### src/rtl/lcd_freq_display.sv
// HD44780 8-bit write-only sequencer: runs the power-up init, then rewrites line 1
// with the latest frequency as a right-justified 5-digit decimal followed by " Hz".
module lcd_freq_display #(
    parameter int POWERUP_CYC = 720000,
    parameter int EN_CYC      = 24,
    parameter int CMD_CYC     = 2400,
    parameter int CLR_CYC     = 96000
) (
    input  logic        clk,
    input  logic        reset,
    input  logic [15:0] frequency,
    input  logic        new_value,
    output logic        lcd_rs,
    output logic        lcd_rw,
    output logic        lcd_e,
    output logic [7:0]  lcd_data,
    output logic        busy,
    output logic        ready
);
    typedef enum logic [2:0] {S_PWR_WAIT, S_INIT, S_IDLE, S_CONVERT, S_WRITE} state_t;
    typedef enum logic [1:0] {P_SETUP, P_ENABLE, P_SETTLE} phase_t;

    localparam logic [31:0] PWR_LAST = 32'(POWERUP_CYC - 1);
    localparam logic [31:0] EN_LAST  = 32'(EN_CYC - 1);
    localparam logic [31:0] CMD_LAST = 32'(CMD_CYC - 1);
    localparam logic [31:0] CLR_LAST = 32'(CLR_CYC - 1);

    state_t      state_q, state_d;
    phase_t      phase_q;
    logic [31:0] cnt_q;
    logic [3:0]  byte_idx_q;
    logic [15:0] shadow_q, bin_q;
    logic        pending_q, ready_q;
    logic [19:0] bcd_q, bcd_adj;
    logic [7:0]  cur_byte;
    logic        cur_rs;
    logic [31:0] settle_last;
    logic        byte_done, last_byte, seq_done, enter_conv;
    logic [3:0]  d4, d3, d2, d1, d0;
    logic        blank4, blank3, blank2, blank1;

    assign d4 = bcd_q[19:16];
    assign d3 = bcd_q[15:12];
    assign d2 = bcd_q[11:8];
    assign d1 = bcd_q[7:4];
    assign d0 = bcd_q[3:0];
    // A digit is blanked only while every more-significant digit is also zero.
    assign blank4 = (d4 == 4'd0);
    assign blank3 = blank4 && (d3 == 4'd0);
    assign blank2 = blank3 && (d2 == 4'd0);
    assign blank1 = blank2 && (d1 == 4'd0);

    always_comb begin
        cur_byte = 8'h00;
        cur_rs   = 1'b0;
        if (state_q == S_INIT) begin
            case (byte_idx_q)
                4'd0, 4'd1: cur_byte = 8'h38;
                4'd2:       cur_byte = 8'h0C;
                4'd3:       cur_byte = 8'h01;
                default:    cur_byte = 8'h06;
            endcase
        end else if (state_q == S_WRITE) begin
            cur_rs = (byte_idx_q != 4'd0);
            case (byte_idx_q)
                4'd0:    cur_byte = 8'h80;
                4'd1:    cur_byte = blank4 ? 8'h20 : {4'h3, d4};
                4'd2:    cur_byte = blank3 ? 8'h20 : {4'h3, d3};
                4'd3:    cur_byte = blank2 ? 8'h20 : {4'h3, d2};
                4'd4:    cur_byte = blank1 ? 8'h20 : {4'h3, d1};
                4'd5:    cur_byte = {4'h3, d0};
                4'd6:    cur_byte = 8'h20;
                4'd7:    cur_byte = 8'h48;
                default: cur_byte = 8'h7A;
            endcase
        end
    end

    // Clear-display needs the long settle; it is the fourth init command.
    assign settle_last = (state_q == S_INIT && byte_idx_q == 4'd3) ? CLR_LAST : CMD_LAST;
    assign byte_done   = (phase_q == P_SETTLE) && (cnt_q == settle_last);
    assign last_byte   = (state_q == S_INIT) ? (byte_idx_q == 4'd4) : (byte_idx_q == 4'd8);
    assign seq_done    = byte_done && last_byte;
    assign enter_conv  = (state_d == S_CONVERT) && (state_q != S_CONVERT);

    always_comb begin
        for (int i = 0; i < 5; i++) begin
            bcd_adj[4*i +: 4] = (bcd_q[4*i +: 4] >= 4'd5) ? bcd_q[4*i +: 4] + 4'd3
                                                          : bcd_q[4*i +: 4];
        end
    end

    always_ff @(posedge clk or negedge reset) begin
        if (!reset) state_q <= S_PWR_WAIT;
        else        state_q <= state_d;
    end

    always_comb begin
        state_d = state_q;
        case (state_q)
            S_PWR_WAIT: if (cnt_q == PWR_LAST) state_d = S_INIT;
            S_INIT:     if (seq_done) state_d = S_IDLE;
            S_IDLE:     if (pending_q) state_d = S_CONVERT;
            S_CONVERT:  if (cnt_q == 32'd15) state_d = S_WRITE;
            S_WRITE:    if (seq_done) state_d = pending_q ? S_CONVERT : S_IDLE;
            default:    state_d = S_PWR_WAIT;
        endcase
    end

    always_comb begin
        lcd_e    = ((state_q == S_INIT) || (state_q == S_WRITE)) && (phase_q == P_ENABLE);
        lcd_rs   = cur_rs;
        lcd_data = cur_byte;
        lcd_rw   = 1'b0;
        busy     = (state_q != S_IDLE);
        ready    = ready_q;
    end

    always_ff @(posedge clk or negedge reset) begin
        if (!reset) begin
            cnt_q      <= 32'd0;
            phase_q    <= P_SETUP;
            byte_idx_q <= 4'd0;
            shadow_q   <= 16'd0;
            pending_q  <= 1'b0;
            bin_q      <= 16'd0;
            bcd_q      <= 20'd0;
            ready_q    <= 1'b0;
        end else begin
            if (new_value) begin
                shadow_q  <= frequency;
                pending_q <= 1'b1;
            end else if (enter_conv) begin
                pending_q <= 1'b0;
            end

            if (enter_conv) begin
                bin_q <= shadow_q;
                bcd_q <= 20'd0;
            end else if (state_q == S_CONVERT) begin
                bcd_q <= {bcd_adj[18:0], bin_q[15]};
                bin_q <= {bin_q[14:0], 1'b0};
            end

            if (state_q == S_INIT && seq_done) ready_q <= 1'b1;

            if (state_d != state_q) begin
                cnt_q      <= 32'd0;
                phase_q    <= P_SETUP;
                byte_idx_q <= 4'd0;
            end else begin
                case (state_q)
                    S_PWR_WAIT, S_CONVERT: cnt_q <= cnt_q + 32'd1;
                    S_INIT, S_WRITE: begin
                        case (phase_q)
                            P_SETUP: begin
                                phase_q <= P_ENABLE;
                                cnt_q   <= 32'd0;
                            end
                            P_ENABLE: begin
                                if (cnt_q == EN_LAST) begin
                                    phase_q <= P_SETTLE;
                                    cnt_q   <= 32'd0;
                                end else begin
                                    cnt_q <= cnt_q + 32'd1;
                                end
                            end
                            default: begin
                                if (byte_done) begin
                                    phase_q    <= P_SETUP;
                                    cnt_q      <= 32'd0;
                                    byte_idx_q <= byte_idx_q + 4'd1;
                                end else begin
                                    cnt_q <= cnt_q + 32'd1;
                                end
                            end
                        endcase
                    end
                    default: cnt_q <= 32'd0;
                endcase
            end
        end
    end
endmodule

### config.mk
export PLATFORM = sky130hd
export DESIGN_NAME = lcd_freq_display
export DESIGN_NICKNAME = d
export VERILOG_FILES = /design/src/rtl/lcd_freq_display.sv
export SDC_FILE = /design/constraint.sdc
export NUM_CORES = 1
export LEC_CHECK = 0
export CORE_ASPECT_RATIO = 1.2
export CORE_MARGIN = 2
export CORE_UTILIZATION = 64
export CTS_CLUSTER_SIZE = 20
export DETAILED_ROUTE_END_ITERATION = 6
export DONT_BUFFER_PORTS = 1
export PLACE_DENSITY = 0.82
export SYNTH_ARGS = -nofsm -noshare
export SYNTH_HDL_FRONTEND = slang
export SYNTH_SLANG_ARGS = --single-unit
export TNS_END_PERCENT = 20
### constraint.sdc
create_clock -name clk -period 3.2 [get_ports clk]
set_input_delay 0.48 -clock clk [delete_from_list [all_inputs] [get_ports clk]]
set_output_delay 0.48 -clock clk [all_outputs]
set_load 0.1 [all_outputs]
==> impl_results.md, run 1 <==
* Outcome: complete, but fails checks
* Violated checks: hold timing
* Critical Path End Type: primary output
* Initial core utilization at 0.655
* Ant diodes at 0
* CP Max Fanout at 7
* Startpoint class of the critical path: flop
* GP Congestion at 0.871
* Io pins at 32
* Number of flops mapped to enable cells by yosys at 0
* HPWL Detailed at 7.89 mm
* DIE AREA at 8990 µm²
* Worst VDD drop at 0.000438 V
* Post-synthesis sequential area ratio at 0.450
* Max Slew Vio Count at 0
* HP Class: primary input to asynchronous set/reset pin
* CTS tree: built
* DRC Markers at 0
* Slew @ Worst Pin at 0.901 ns
* Total CTS buffers at 9
* Core area at 8060 µm²
* Final Hold Viols at 6
* Max_cap viols at 0
* Synth async-reset ratio at 1.00
* Syn Inst Count at 573
* Total power draw at 2.04 mW
* Largest net degree at the start of global routing at 96
* Sw power at 0.503 mW
* Gr usage total at 0.262
* Vias per inst at 6.18
* Initial antenna violation count at 0
* Seq cells post-synth at 95
* Power Dens Cells at 353 nW/µm²
* Pre-antenna DRT Iters at 5
* Setup violations, final at 0
* WP data required at 2.72 ns
* FMAX at 323 MHz
* Reg2reg end: cnt_q[16]
* Syn nets at 610
* Post-Syn Area at 5280 µm²
* Ys flop type: dfrtp_1
* Port-buffer cells at 0
* Unique masters post-synth at 60
* Clk_skew at 0.0160 ns
* Leakage at 2.60 nW
* P&R area growth vs syn at 9.27%
* Reg2Reg Launch Point: state_q[1]
* Grt total ovfl at 0
* Setup CP Type: flop to primary output
* First-pass GRT wire length at 18.5 mm
* Switching Share at 0.247
* Total Neg Setup Slack at 0 ns
* Clk_lat worst skew at 0.37 ns
* Unrepaired setup endpoints after global routing: no
* Iteration-0 DRC count of the detailed router at 194
* CP Launch Point: bcd_q[12]
* Cell Int Power at 1.54 mW
* H-Tree Depth at 3
* Post-route ant nets at 0
* Layout cell share with drive strength beyond 1 at 0.143
* Detailed Route WL at 11.3 mm
* R2R cell count at 10
* Num rows at 36
* Fin util at 0.715
* Routed len/inst at 16.5 µm
* CTS Buffer Depth at 2
* Routed vias at 4226
* Final hold slack at -0.0387 ns
* Root buffer cell: clkbuf_8
* Ys Warns at 0
* Slew HR at 0.399
* Crit path DAT at 2.61 ns
* Clock-pin slew on the worst setup and hold paths at 0.10 ns
* Worst R2R Setup Slack at 0.34 ns
* Final period util at 0.967
* Period minus WS final at 3.09 ns
* CTS Sinks at 95
* Cell Count, Final, Fillers Out at 684
* Die X-Extent at 86.9 µm
* Power share of the combinational group at 0.027
* Synth Area per Inst at 9.21 µm²
* Post-layout nets at 621
* # placed instances at 666
* Vias in the first global route at 4021
* Power share of the clock group at 0.369
* Seq pwr share at 0.604
* Die Ht at 103 µm
-- Yosys cell counts, types with 3 or more instances --
library cell   n  share of area
dfrtp_1       95           0.45
mux2_2        18          0.038
nor2b_1        5         0.0059
mux2i_1        4         0.0076
o32ai_1        3         0.0050
o22ai_1        4         0.0047
buf_2          4         0.0038
nand2b_1       5         0.0059
a21oi_1       51          0.048
nand3_1       11          0.010
nand4b_1       3         0.0050
o211ai_1       3         0.0043
o311ai_0       3         0.0050
xnor2_1       13          0.022
nor3_1        11          0.010
a22o_1        12          0.020
nor2_1        80          0.057
and3_1         6         0.0071
inv_1         19          0.014
nor4_1         7         0.0083
a222oi_1       3         0.0057
a21o_1         7          0.010
clkbuf_1      19          0.014
xor2_1        25          0.041
ha_1          18          0.043
nand4_1       11          0.013
nand2_1       75          0.053
o21ai_0       15          0.014
-- through the flow --
step                      area [µm²]  setup WS (ns)
after global placement          5540          0.436
after floorplan                 5280         -0.754
final                           5770          0.105
after detailed placement        5540          0.353
after CTS                       5750         0.0739
after global routing            5770        0.00482
-- sequential cells by signal, summed over array words and instances, names as in the netlist --
| name | count |
|---|---|
| phase_q | 2 |
| state_q | 3 |
| shadow_q | 16 |
| bin_q | 16 |
| pending_q | 1 |
| byte_idx_q | 4 |
| bcd_q | 20 |
| cnt_q | 32 |
| ready | 1 |
-- cell families (layout without fill, tap and decap cells) --
logic type | count (synthesis) | count (layout) | share of synthesized area
AND/OR/NAND/NOR | 234 | 234 | 0.211
AO/OA/AOI/OAI | 119 | 119 | 0.147
flip-flops | 95 | 95 | 0.450
buffers and inverters | 46 | 62 | 0.0393
XOR/XNOR | 38 | 38 | 0.0630
multiplexers | 22 | 22 | 0.0460
adder cells (fa/ha/maj) | 18 | 18 | 0.0427
other | 1 | 1 | 0.000710
-- critical path: stages, from the launching register on --
cell	delay, ns
dfrtp_1	0.49
inv_1	0.13
ha_1	0.17
nand4_1	0.13
nor4b_2	0.30
nor2_1	0.15
a221o_1	0.38
a21oi_1	0.17
o22ai_2	0.11
buf_6	0.20
-- layer usage --
layer  wire length, µm  track usage
met1              4750        0.330
met2              5790        0.445
met3               439       0.0548
met4               275        0.101
met5                 0            0
-- timing repair --
item / in CTS / in global routing
pin swaps: 0 / 1
hold endpoints to repair: 95 / 0
setup endpoints to repair: 1 / 2
gates resized for setup: 1 / 3
buffers inserted: 0 / 1
hold buffers: 1 / 0
-- cell type report --
cell class                      count  area [µm²]
Clock buffer                        9         124
Clock inverter                      7        55.1
Fill cell                         588        2290
Inverter                           19        71.3
Multi-Input combinational cell    432        2770
Sequential cell                    95        2380
Tap cell                           95         119
Timing Repair Buffer               27         251
-- placed cells by master, fill, tap and decap left out, drive strengths merged, types with 7 or more instances in the layout --
cell type,n
nor4,7
inv,23
xnor2,13
nand2,75
dfrtp,95
a21oi,51
nand4,11
nor2,82
o21ai,16
nor3,11
clkbuf,9
mux2,18
buf,27
a22o,13
ha,18
a21o,8
nand3,11
xor2,25
-- power by group through the flow --
stage	logic (mW)	clock network (mW)	registers (mW)
finish	0.0546	0.752	1.23
global route	0.0618	0.816	1.23
CTS	0.0566	0.767	1.23
detailed placement	0.0291	0	1.26
global placement	0.0274	0	1.26
floorplan	0.0309	0	1.25
-- how the worst max path moves through the flow --
| stage | endpoint | slack (ns) | cells past startpoint |
|---|---|---|---|
| finish | lcd_data[1] | 0.11 | 9 |
| global placement | lcd_data[1] | 0.44 | 9 |
| global route | lcd_data[1] | 0.005 | 9 |
| detailed placement | bin_q[10] | 0.35 | 8 |
| CTS | lcd_data[1] | 0.07 | 9 |
| floorplan | lcd_data[2] | -0.75 | 6 |
Power figures use the tool's default switching activity.
==> inputs of run 2 (changes only) <==
--- a/config.mk
+++ b/config.mk
@@ -6,12 +6,11 @@
 export NUM_CORES = 1
 export LEC_CHECK = 0
 export CORE_ASPECT_RATIO = 1.2
-export CORE_MARGIN = 2
-export CORE_UTILIZATION = 64
+export CORE_UTILIZATION = 35
 export CTS_CLUSTER_SIZE = 20
 export DETAILED_ROUTE_END_ITERATION = 6
 export DONT_BUFFER_PORTS = 1
-export PLACE_DENSITY = 0.82
+export PLACE_DENSITY = 0.51
 export SYNTH_ARGS = -nofsm -noshare
 export SYNTH_HDL_FRONTEND = slang
 export SYNTH_SLANG_ARGS = --single-unit
==> impl_results.md, run 2 (synthesis results as in run 1) <==
* Fill cells at 1460 (+150%)
* Largest register FFs at 32 (unchanged)
* Pre-antenna DRT Iters at 7 (+2)
* Port-buffer cells at 0 (unchanged)
* WP data required at 2.72 ns (about the same)
* Clk_lat worst skew at 0.34 ns (-0.03 ns)
* Power share of the combinational group at 0.024 (-0.003)
* Vias in the first global route at 4107 (+2.1%)
* Critical Path End Type: primary output
* Final period util at 0.969 (+0.00142)
* Most common cell after layout, fill and taps aside: dfrtp_1
* Slew HR at 0.394 (-0.00574)
* Leakage at 2.65 nW (+2.0%)
* Max_cap viols at 0 (unchanged)
* Slew @ Worst Pin at 0.909 ns (+0.00861 ns)
* Num rows at 48 (+33%)
* Cell Count, Final, Fillers Out at 790 (+15%)
* HP Class: primary input to asynchronous set/reset pin
* Footprint of the multi-input gates at 2760 µm² (-0.27%)
* Die Ht at 137 µm (+32%)
* Final WS setup at 0.101 ns (-0.00453 ns)
* Met3 Usage GRT at 0.0283 (-0.0264)
* H-Tree Depth at 3 (unchanged)
* Power share of the clock group at 0.452 (+0.083)
* Gr usage total at 0.165 (-0.0969)
* Setup CP Type: flop to primary output
* Startpoint class of the critical path: flop
* CTS Sinks at 95 (unchanged)
* Ant diodes at 0 (unchanged)
* Period minus WS final at 3.10 ns (+0.00453 ns)
* Initial core utilization at 0.363 (-0.292)
* DIE AREA at 15600 µm² (+73%)
* Storage cell area at 2380 µm² (unchanged)
* Worst VDD drop at 0.000227 V (-48%)
* CTS tree: built
* Layout cell share with drive strength beyond 1 at 0.141 (-0.00194)
* Slowest CP cell: dfrtp_1
* Most flops, register: cnt_q
* Sw power at 0.560 mW (+11%)
* Final Hold Viols at 0 (-6)
* Iteration-0 DRC count of the detailed router at 271 (+40%)
* Io pins at 32 (unchanged)
* Crit-path cells: inv_1, ha_1, nand4_1, nor4b_2, nor2_1, a221o_1, a21oi_1, o22ai_2, buf_4
* Root buffer cell: clkbuf_16
* Vias per inst at 5.23 (-15%)
* Clock-pin slew on the worst setup and hold paths at 0.08 ns (-0.02 ns)
* FMAX at 323 MHz (-0.15%)
* Max Slew Vio Count at 0 (unchanged)
* Grt total ovfl at 0 (unchanged)
* Routed vias at 4129 (-2.3%)
* Total CTS buffers at 9 (unchanged)
* Switching Share at 0.238 (-0.00840)
* CTS Buffer Depth at 2 (unchanged)
* P&R area growth vs syn at 13.8%
* M1 GR Usage at 0.209 (-0.121)
* Dpl cell area at 5680 µm² (+2.6%)
* CP Max Fanout at 5 (-2)
* Detailed Route WL at 12.0 mm (+6.4%)
* First-pass GRT wire length at 20.5 mm (+10%)
* Crit path largest cell delay at 0.42 ns (-0.07 ns)
* Largest regs: cnt_q x32, bcd_q x20
* Crit path DAT at 2.62 ns (about the same)
* Final hold slack at 0.0453 ns (+0.0840 ns)
* Seq pwr share at 0.524 (-0.080)
* Busiest layer in global routing: met2
* Post-layout nets at 622 (+0.16%)
* Routed len/inst at 15.2 µm (-7.9%)
* Clk_skew at 0.00813 ns (-0.00782 ns)
* Most frequent cells in the layout: dfrtp_1 (95), nor2_1 (78), nand2_1 (75)
* Fin util at 0.413 (-0.302)
* Worst slack, placed at 0.350 ns (-0.00318 ns)
* Met2 Use GR at 0.281 (-0.164)
* Setup violations, final at 0 (unchanged)
* Cell Int Power at 1.79 mW (+16%)
* Core area at 14500 µm² (+80%)
* DRC Markers at 0 (unchanged)
* Die X-Extent at 114 µm (+31%)
* Post-CTS setup buffers at 0 (unchanged)
* Post-route ant nets at 0 (unchanged)
* Fin area at 6010 µm² (+4.2%)
* Largest net degree at the start of global routing at 96 (unchanged)
* # placed instances at 773 (+16%)
* Outcome: finished, final reports clean
* Initial antenna violation count at 0 (unchanged)
* HPWL Detailed at 8.31 mm (+5.2%)
* Power Dens Cells at 391 nW/µm² (+11%)
* GP Congestion at 0.832 (-4.4%)
[run 2: what timing repair did]
| item | CTS | global route |
|---|---|---|
| hold buffers | 1 | 0 |
| setup endpoints to repair | 0 | 1 |
| gates resized for setup | 0 | 1 |
| hold endpoints to repair | 95 | 0 |
[run 2: metrics by stage]
step | total power, mW | TNS [ns]
2_1_floorplan | 1.28 | -2.53
3_3_place_gp | 1.28 | 0
3_5_place_dp | 1.29 | 0
4_1_cts | 2.38 | 0
5_1_grt | 2.44 | -0.0497
6_report | 2.35 | 0
[run 2: per-layer routing]
metal,up-vias,wire [µm]
li1,2024,-
met5,-,0
met1,2016,5370
met2,70,5970
met4,0,267
met3,19,372
[run 2: worst paths after layout]
path / endpoint / cells past startpoint / startpoint / slack [ns]
min reg2reg: cnt_q[0] / 1 / cnt_q[0] / 0.48
min: bcd_q[19] / 1 / reset / 0.05
max: lcd_data[1] / 9 / bcd_q[16] / 0.10
max reg2reg: cnt_q[25] / 9 / cnt_q[15] / 0.37
max in group asynchronous: phase_q[0] / 1 / reset / 2.75
min in group clk: pending_q / 1 / new_value / 0.24
[run 2: area by class of cell]
type	instances	share of cell area
repair buffers	28	0.0425
well taps	200	0.0416
inverters	19	0.0119
multi-input cells	432	0.460
clock inverters	7	0.0112
flip-flops and latches	95	0.396
clock buffers	9	0.0375
[run 2: critical path, delay by kind of cell, from the launching register on]
kind	cells	cell delay (ns)
buf+inv	2	0.34
fa+ha+maj	1	0.22
flops	1	0.42
compound gates	3	0.62
simple gates	3	0.67
[run 2: power groups by stage]
stage / combinational, mW / sequential, mW / clock [mW]
6_report: 0.0554 / 1.23 / 1.06
5_1_grt: 0.0623 / 1.23 / 1.15
4_1_cts: 0.0583 / 1.23 / 1.09
3_5_place_dp: 0.0291 / 1.26 / 0
3_3_place_gp: 0.0274 / 1.26 / 0
2_1_floorplan: 0.0309 / 1.25 / 0
